**src/rtl/ssd_refresh_sched.sv**
```systemverilog
// Dual-digit seven-segment refresh scheduler with blanking gaps, 8-level PWM,
// and a round-robin arbitrated shadow register updated only at frame boundaries.
module ssd_refresh_sched #(
    parameter int DWELL_CYCLES = 3000,
    parameter int BLANK_CYCLES = 16
) (
    input  logic       clk,
    input  logic       reset,
    input  logic       a_valid,
    input  logic [7:0] a_data,
    output logic       a_ready,
    input  logic       b_valid,
    input  logic [7:0] b_data,
    output logic       b_ready,
    input  logic [2:0] bri,
    output logic [6:0] seg,
    output logic       digit_sel,
    output logic       blank,
    output logic [7:0] cur_value
);

    localparam int MAXC = (DWELL_CYCLES > BLANK_CYCLES) ? DWELL_CYCLES : BLANK_CYCLES;
    // At least 3 bits so the PWM phase can always be taken from the low bits.
    localparam int CW   = (MAXC > 8) ? $clog2(MAXC) : 3;

    typedef enum logic {
        ST_BLANK = 1'b0,
        ST_SHOW  = 1'b1
    } state_t;

    state_t          state, state_nxt;
    logic [CW-1:0]   cnt, cnt_nxt;
    logic            dsel_nxt;
    logic [7:0]      val_nxt;
    logic [6:0]      seg_nxt;
    logic [3:0]      nibble;
    logic            frame_load;

    logic [7:0]      shadow;
    logic            full;
    logic            last_grant_b;
    logic            a_acc, b_acc;

    function automatic logic [6:0] font(input logic [3:0] n);
        case (n)
            4'h0: font = 7'b1111110;
            4'h1: font = 7'b0110000;
            4'h2: font = 7'b1101101;
            4'h3: font = 7'b1111001;
            4'h4: font = 7'b0110011;
            4'h5: font = 7'b1011011;
            4'h6: font = 7'b1011111;
            4'h7: font = 7'b1110000;
            4'h8: font = 7'b1111111;
            4'h9: font = 7'b1111011;
            4'hA: font = 7'b1110111;
            4'hB: font = 7'b0011111;
            4'hC: font = 7'b1001110;
            4'hD: font = 7'b0111101;
            4'hE: font = 7'b1001111;
            default: font = 7'b1000111;
        endcase
    endfunction

    always_comb begin
        state_nxt  = state;
        cnt_nxt    = cnt + CW'(1);
        dsel_nxt   = digit_sel;
        val_nxt    = cur_value;
        frame_load = 1'b0;
        case (state)
            ST_BLANK: begin
                if (cnt == CW'(BLANK_CYCLES - 1)) begin
                    state_nxt = ST_SHOW;
                    cnt_nxt   = '0;
                    dsel_nxt  = ~digit_sel;
                    // Switching to the low digit starts a new frame.
                    if (digit_sel && full) begin
                        val_nxt    = shadow;
                        frame_load = 1'b1;
                    end
                end
            end
            default: begin
                if (cnt == CW'(DWELL_CYCLES - 1)) begin
                    state_nxt = ST_BLANK;
                    cnt_nxt   = '0;
                end
            end
        endcase

        nibble  = dsel_nxt ? val_nxt[7:4] : val_nxt[3:0];
        seg_nxt = 7'b0;
        if (state_nxt == ST_SHOW && cnt_nxt[2:0] <= bri)
            seg_nxt = font(nibble);
    end

    always_ff @(posedge clk or posedge reset) begin
        if (reset) begin
            state     <= ST_BLANK;
            cnt       <= '0;
            digit_sel <= 1'b1;
            seg       <= 7'b0;
            blank     <= 1'b1;
            cur_value <= 8'h00;
        end else begin
            state     <= state_nxt;
            cnt       <= cnt_nxt;
            digit_sel <= dsel_nxt;
            seg       <= seg_nxt;
            blank     <= (state_nxt == ST_BLANK);
            cur_value <= val_nxt;
        end
    end

    always_comb begin
        a_ready = 1'b0;
        b_ready = 1'b0;
        if (!reset && !full) begin
            if (a_valid && b_valid) begin
                a_ready = last_grant_b;
                b_ready = ~last_grant_b;
            end else if (a_valid) begin
                a_ready = 1'b1;
            end else if (b_valid) begin
                b_ready = 1'b1;
            end else begin
                a_ready = last_grant_b;
                b_ready = ~last_grant_b;
            end
        end
    end

    assign a_acc = a_valid && a_ready;
    assign b_acc = b_valid && b_ready;

    // Readies are gated by full, so an accept never coincides with a frame load.
    always_ff @(posedge clk or posedge reset) begin
        if (reset) begin
            shadow       <= 8'h00;
            full         <= 1'b0;
            last_grant_b <= 1'b1;
        end else if (a_acc) begin
            shadow       <= a_data;
            full         <= 1'b1;
            last_grant_b <= 1'b0;
        end else if (b_acc) begin
            shadow       <= b_data;
            full         <= 1'b1;
            last_grant_b <= 1'b1;
        end else if (frame_load) begin
            full         <= 1'b0;
        end
    end

endmodule
```
**config.mk**
```make
export PLATFORM = sky130hd
export DESIGN_NAME = ssd_refresh_sched
export DESIGN_NICKNAME = d
export VERILOG_FILES = /design/src/rtl/ssd_refresh_sched.sv
export SDC_FILE = /design/constraint.sdc
export NUM_CORES = 1
export LEC_CHECK = 0
export CORE_MARGIN = 5
export CORE_UTILIZATION = 45
export CTS_CLUSTER_DIAMETER = 100
export DETAILED_ROUTE_END_ITERATION = 16
export PLACE_DENSITY = 0.75
export SLEW_MARGIN = 40
export SYNTH_ARGS = -nofsm -noshare
export SYNTH_HDL_FRONTEND = slang
export SYNTH_SLANG_ARGS = --single-unit
```
**constraint.sdc**
```tcl
create_clock -name clk -period 3.79 [get_ports clk]
set_input_delay 0.379 -clock clk [delete_from_list [all_inputs] [get_ports clk]]
set_output_delay 0.379 -clock clk [all_outputs]
set_load 0.005 [all_outputs]
```
==> results of run 1 <==
## layout make-up
cell class	instances	area, um^2	area share (%)
inverter	13	48.80	1.790
clock inverter	2	60.06	2.203
multi-input combinational	137	1040	38.14
clock buffer	6	72.57	2.662
sequential	40	1005	36.85
tap	54	67.56	2.478
timing repair buffer	44	432.9	15.88
## logic make-up (layout without fill, tap and decap cells)
| kind of cell | Yosys count | in the layout |
|---|---|---|
| simple gates | 63 | 63 |
| flops | 40 | 40 |
| buf+inv | 22 | 65 |
| mux | 29 | 29 |
| xor+xnor | 12 | 12 |
| compound gates | 22 | 22 |
| fa+ha+maj | 11 | 11 |
## metal layers
| metal | global-route usage [%] | up-vias | share of wire (%) | routed length (um) |
|---|---|---|---|---|
| met3 | 5.329 | 6 | 7.7 | 310 |
| met2 | 23.82 | 52 | 48 | 1926 |
| met1 | 16.43 | 724 | 43 | 1753 |
| li1 | - | 779 | - | - |
| met4 | 4.124 | 0 | 1.3 | 51 |
| met5 | 0 | - | 0 | 0 |
## placed cells by master (no fill, tap or decap), types with 5 or more instances in the layout
cell type,instances
clkdlybuf4s50_1,41
dfrtp_1,37
nand2_1,20
nor2_1,17
mux2_2,17
inv_1,13
mux2i_1,12
ha_1,10
a22oi_1,8
and3_1,7
xnor2_1,7
nand3_1,6
xor2_1,5
clkbuf_8,5
## worst max path at each step
stage | to | slack [ps] | cells after the start
final | seg[6]$_DFF_PP0_ | 760 | 12
after global routing | seg[6]$_DFF_PP0_ | 500 | 12
after CTS | seg[6]$_DFF_PP0_ | 750 | 12
after detailed placement | seg[6]$_DFF_PP0_ | 770 | 12
after global placement | seg[6]$_DFF_PP0_ | 920 | 12
after floorplan | seg[6]$_DFF_PP0_ | 780 | 16
## per-stage QoR
stage,setup slack (ps),hold slack (ps)
2_1_floorplan,778.3,429.2
3_3_place_gp,924.6,458.9
3_5_place_dp,767.1,462.6
4_1_cts,749.4,483.0
5_1_grt,495.4,506.2
6_report,762.9,479.5
## cell usage after synthesis, types with 3 or more instances
library cell  count
inv_1            13
mux2i_1          12
nor4b_1           3
and3_1            7
ha_1             10
nand2_1          20
nor2_1           17
xor2_1            5
clkbuf_1          4
dfrtp_1          37
a22oi_1           8
a221oi_1          3
nand3_1           6
xnor2_1           7
mux2_2           17
dfstp_2           3
## flip-flops by register name, summed over array words and instances, names as in the netlist
signal / flops
blank: 1
cnt: 12
cur_value: 8
digit_sel: 1
full: 1
last_grant_b: 1
seg: 7
shadow: 8
state: 1
## worst register-to-register path, stage by stage (launching register included)
cell	delay [ps]
dfrtp_1	390
ha_1	230
and3_1	180
and4_1	210
a41o_1	310
nor2_1	180
ha_1	260
nor2b_1	130
o21a_1	150
o21ai_0	140
nand2b_1	250
nor4b_1	380
a211o_1	150
## power by group
group | switching [uW] | total [uW] | internal (uW)
clock | 146 | 409 | 263
sequential | 4.13 | 440 | 435
combinational | 22.8 | 58.1 | 35.3
total | 173 | 907 | 734
==> results.md, run 1 <==
- Buf/Inv on CP: 0
- Filler cells: approximately 420
- Layout cell share with drive strength beyond 1: between 10% and 20%
- Largest family of logic cells by synthesized area: multiplexers
- Worst-path maximum fanout: 10
- Async set-reset flop share out of synthesis: 100.0%
- Critical path startpoint category: flip-flop
- Top cells by area, synth: dfrtp_1, mux2_2, ha_1
- Largest net degree at the start of global routing: 41
- Routability cong.: approximately 0.83
- Peak supply drop: 0.0002081 V
- CP max stage cell: dfrtp_1
- Total GRT Usage: between 10% and 20%
- Post-route ant nets: 0
- Initial drt markers: between 70 and 80
- Delay-heaviest family, CP: simple AND/OR/NAND/NOR gates
- Worst Setup SP: cnt[0]$_DFF_PP0_
- Yosys top cell by area: dfrtp_1
- Capturing point of the worst reg2reg path: seg[6]$_DFF_PP0_
- Post-DP HPWL: 2911 um
- Maxcap violations: 0
- Post-CTS Hold Buffers: 0
- Util after Layout: approximately 58%
- Router iterations before antenna repair: 5
- R2R Path Start: cnt[0]$_DFF_PP0_
- Via count: 1561
- Port Buffers: 41
- TNS Setup: 0 ps
- Starting Density: between 40% and 50%
- Post-route cell area: about 2700 um^2
- Fmax achieved: between 300 and 400 MHz
- First-pass GRT wire length: between 6000 and 7000 um
- Total CTS buffers: 5
- Root Driver: clkbuf_8
- Relative slew slack: roughly 64%
- Endpoint type of the worst setup path: flip-flop
- Syn nets: 232
- Hold path start: shadow[6]$_DFFE_PP0P_
- Via/cell ratio: between 5 and 6
- FF-to-FF path depth: 12
- CTS clock-pin slew for the worst setup and hold paths: ~70 ps
- Antenna diodes: 0
- Worst Skew: about 8.6 ps
- Io pins: between 40 and 50
- Critical path class: flip-flop to flip-flop
- Drc violations: 0
- Synthesized area per cell: between 10 and 15 um^2
- Placed cell count: around 290
- Hold Path Depth: 2
- Final hold violation count: 0
- WHS Endpoint: shadow[6]$_DFFE_PP0P_
- #FFs+latches synth: 40
- CTS Sinks: 40
- WL/cell: approximately 14 um
- RSZ-0062 raised after global routing: false
- Post_cts resized: 0
- Die height: roughly 79 um
- GRT Residual Overflow: 0
- Number of global-route vias before repair: approximately 1600
- Share of the synthesized area in the top cell type: a little over two fifths
- Flop2flop setup slack: ~760 ps
- Row cnt: 25
- Total Power: 906.7 uW
- Post-Layout Cell Count: a little under 300
- EDFF count, synth: 0
- Main flop type after synthesis: dfrtp_1
- Worst path cell trace: ha_1, and3_1, and4_1, a41o_1, nor2_1, ha_1, nor2b_1, o21a_1, o21ai_0, nand2b_1, nor4b_1, a211o_1
- Least-Margin Pin Slew: 533.6 ps
- Cell area power density: 332.6 nW/um^2
- CP max stage delay: 390 ps
- Tmin final: approximately 3000 ps
- Multiplexer area fraction after synthesis: 14.42%
- Status: complete, no violations
- Seq/Total Area, Yosys: roughly 46%
- CTS tree: built
- Final Net Count: about 270
- Synthesized cell area: ~2200 um^2
- Simple-gate area share of the yosys netlist: about 14%
- Clock Tree Buf Depth: 2
- DRT Wirelength: 4043 um
- Initial antenna violation count: 0
- Worst EP required: around 4000 ps
- Chip Width: between 70 and 80 um
- Synth Instances: ~200
- Post-CTS Setup Bufs: 0
- Final period util: about 80%
- Synth-to-layout area growth: 26.17%
- Distinct cells, synth: 36
- Compound-Gate Fraction of Synth Area: 8.512%
- Adder-cell share of the synthesized area: about 6.3%
- Arr. time, crit path: between 3000 and 4000 ps
- Fin. max-slew vios: 0
- Worst-Skew Late Latency: around 290 ps
- HP Class: flip-flop to flip-flop
- Finish-stage setup viols: 0
- Htree depth: 2
- Static leakage: between 0.001 and 0.0015 uW
- DP Area: 2594 um^2
- Most common cell on crit path: ha_1
- Die area: about 6300 um^2
- Xor and xnor area share after synthesis: 4.864%
- Ys Warns: 0
- Core area: roughly 4700 um^2
Power figures use the tool's default switching activity.
==> run 2: changes to the inputs <==
==> constraint.sdc (replaced) <==
create_clock -name clk -period 3 [get_ports clk]
set_input_delay 0.3 -clock clk [delete_from_list [all_inputs] [get_ports clk]]
set_output_delay 0.3 -clock clk [all_outputs]
set_load 0.005 [all_outputs]
==> run 2 against run 1 <==
Compared with the run above:
- cell area decreased by 0.60%
- largest power group unchanged
- clock power is 11% lower
- sequential cell count is the same
==> results.md, run 2 (synthesis results as in run 1) <==
- Fmax achieved: between 300 and 400 MHz
- Post-route cell area: ~2700 um^2
- CTS tree: built
- Die height: 79.30 um
- Final period util: a little over nine tenths
- Arr. time, crit path: just over 3000 ps
- Chip Width: a little under 80 um
- Most frequent cells in the layout: clkdlybuf4s50_1, dfrtp_1, nand2_1
- Status: complete, no violations
- Most common cell on crit path: ha_1
- GRT Residual Overflow: 0
- Drc violations: 0
- Starting Density: a little under half
- Via count: 1552
- Total Power: 996.6 uW
- Die area: ~6300 um^2
- Top reg by flops: cnt
- Final hold violation count: 0
- Clock Tree Buf Depth: 2
- CP max stage cell: dfrtp_1
- Post-DP HPWL: 2950 um
- Commonest non-fill, non-tap cell in the layout: clkdlybuf4s50_1
- Critical path startpoint category: flip-flop
- Flop2flop setup slack: approximately 190 ps
- Finish-stage setup viols: 0
- Total CTS buffers: 5
- Multi-input gate area: roughly 1000 um^2
- Worst-path maximum fanout: 10
- Cell area power density: 367.7 nW/um^2
- Initial antenna violation count: 0
- Htree depth: 2
- Met2 Track Usage GR: ~23%
- Worst path cell trace: ha_1, and3_1, and4_1, a41o_1, nor2_1, ha_1, nor2b_1, o21a_1, o21ai_0, nand2b_2, nor4b_1, a211o_1
- Critical path class: flip-flop to flip-flop
- CP max stage delay: 400 ps
- Tmin final: about 2800 ps
- Filler cells: roughly 410
- WHS: roughly 470 ps
- Initial drt markers: between 80 and 90
- Peak supply drop: around 0.0002 V
- Final Net Count: approximately 280
- Max reg flops: 12
- Post-route ant nets: 0
- CTS Sinks: 40
- Post-CTS Hold Buffers: 0
- Antenna diodes: 0
- Post-route setup slack: between 150 and 200 ps
- DP Area: ~2600 um^2
- Pre-CTS WS: approximately 120 ps
- Static leakage: between 0.001 and 0.0015 uW
- Top Registers: cnt x12, cur_value x8, shadow x8
- CTS clock-pin slew for the worst setup and hold paths: roughly 80 ps
- Register Area: roughly 1000 um^2
- Routability cong.: 0.8258
- Layout cell share with drive strength beyond 1: 15.98%
- Row cnt: 25
- Synth-to-layout area growth: 25.42%
- Total GRT Usage: 14.13%
- Maxcap violations: 0
- Number of global-route vias before repair: 1569
- HP Class: flip-flop to flip-flop
- Worst-Skew Late Latency: 290 ps
- WL/cell: approximately 14 um
- DRT Wirelength: between 4000 and 5000 um
- Most Crowded Layer GR: met2
- Buf/Inv on CP: 0
- Port Buffers: 41
- Io pins: 42
- Worst EP required: 3230 ps
- First-pass GRT wire length: between 6000 and 7000 um
- Relative slew slack: around three fifths
- Least-Margin Pin Slew: between 500 and 600 ps
- Util after Layout: between 50 and 60%
- Delay-heaviest family, CP: simple AND/OR/NAND/NOR gates
- Endpoint type of the worst setup path: flip-flop
- GR Util met1: between 10% and 20%
- Fin. max-slew vios: 0
- Worst Skew: 6.783 ps
- Router iterations before antenna repair: 5
- Via/cell ratio: 5.208
- Largest net degree at the start of global routing: a little over 40
- Root Driver: clkbuf_8
- M3 GR Usage: 5.442%
- Core area: ~4700 um^2
==> run 2: area by class of cell <==
cell class | count | share of cell area (%)
multi-input combinational | 137 | 38.69
sequential | 40 | 37.07
timing repair buffer | 46 | 16.53
tap | 54 | 2.493
inverter | 13 | 1.801
clock inverter | 2 | 0.3693
clock buffer | 6 | 3.047
==> run 2: per-stage QoR <==
step / cells / TNS, ps
after floorplan: 199 / 0
after global placement: 289 / 0
after detailed placement: 289 / 0
after CTS: 297 / 0
after global routing: 298 / -11.02
final: 298 / 0
==> run 2: path summary, 6_finish.rpt <==
kind                                       start                     to  cells after the start
setup / recovery                cnt[0]$_DFF_PP0_       seg[6]$_DFF_PP0_                     12
hold / removal             shadow[4]$_DFFE_PP0P_  shadow[4]$_DFFE_PP0P_                      2
setup reg to reg                cnt[0]$_DFF_PP0_       seg[6]$_DFF_PP0_                     12
hold reg to reg            shadow[4]$_DFFE_PP0P_  shadow[4]$_DFFE_PP0P_                      2
max in group asynchronous                  reset    digit_sel$_DFF_PP1_                      3
min in group asynchronous                  reset       cnt[4]$_DFF_PP0_                      3
==> run 2: where the power goes <==
part | internal, uW | switching (uW)
clock network | 183 | 183
logic | 45.8 | 29.5
registers | 550 | 5.16
total | 779 | 217
==> run 2: tightest hold or removal path, delay by kind of cell (launching register included) <==
| kind | cells | cell delay [ps] |
|---|---|---|
| DFF | 1 | 340 |
| and+or+nand+nor | 2 | 100 |
==> run 2: layer usage <==
metal / part of all wire, % / vias to the layer above
met5: 0 / -
met4: 0.93 / 0
met3: 7.2 / 4
met2: 47 / 40
met1: 45 / 731
li1: - / 777
==> run 2: repair_timing <==
item	in CTS	in global routing
resized for setup	0	2
setup endpoints to repair	0	3
buffers inserted	0	1
==> run 3: changes to the inputs <==
--- a/config.mk
+++ b/config.mk
@@ -5,9 +5,10 @@
 export SDC_FILE = /design/constraint.sdc
 export NUM_CORES = 1
 export LEC_CHECK = 0
+export CAP_MARGIN = 30
 export CORE_MARGIN = 5
 export CORE_UTILIZATION = 45
-export CTS_CLUSTER_DIAMETER = 100
+export CTS_CLUSTER_DIAMETER = 40
 export DETAILED_ROUTE_END_ITERATION = 16
 export PLACE_DENSITY = 0.75
 export SLEW_MARGIN = 40
==> results of run 3 <==
No change in the layout: final DEF, timing and power equal those of run 2.
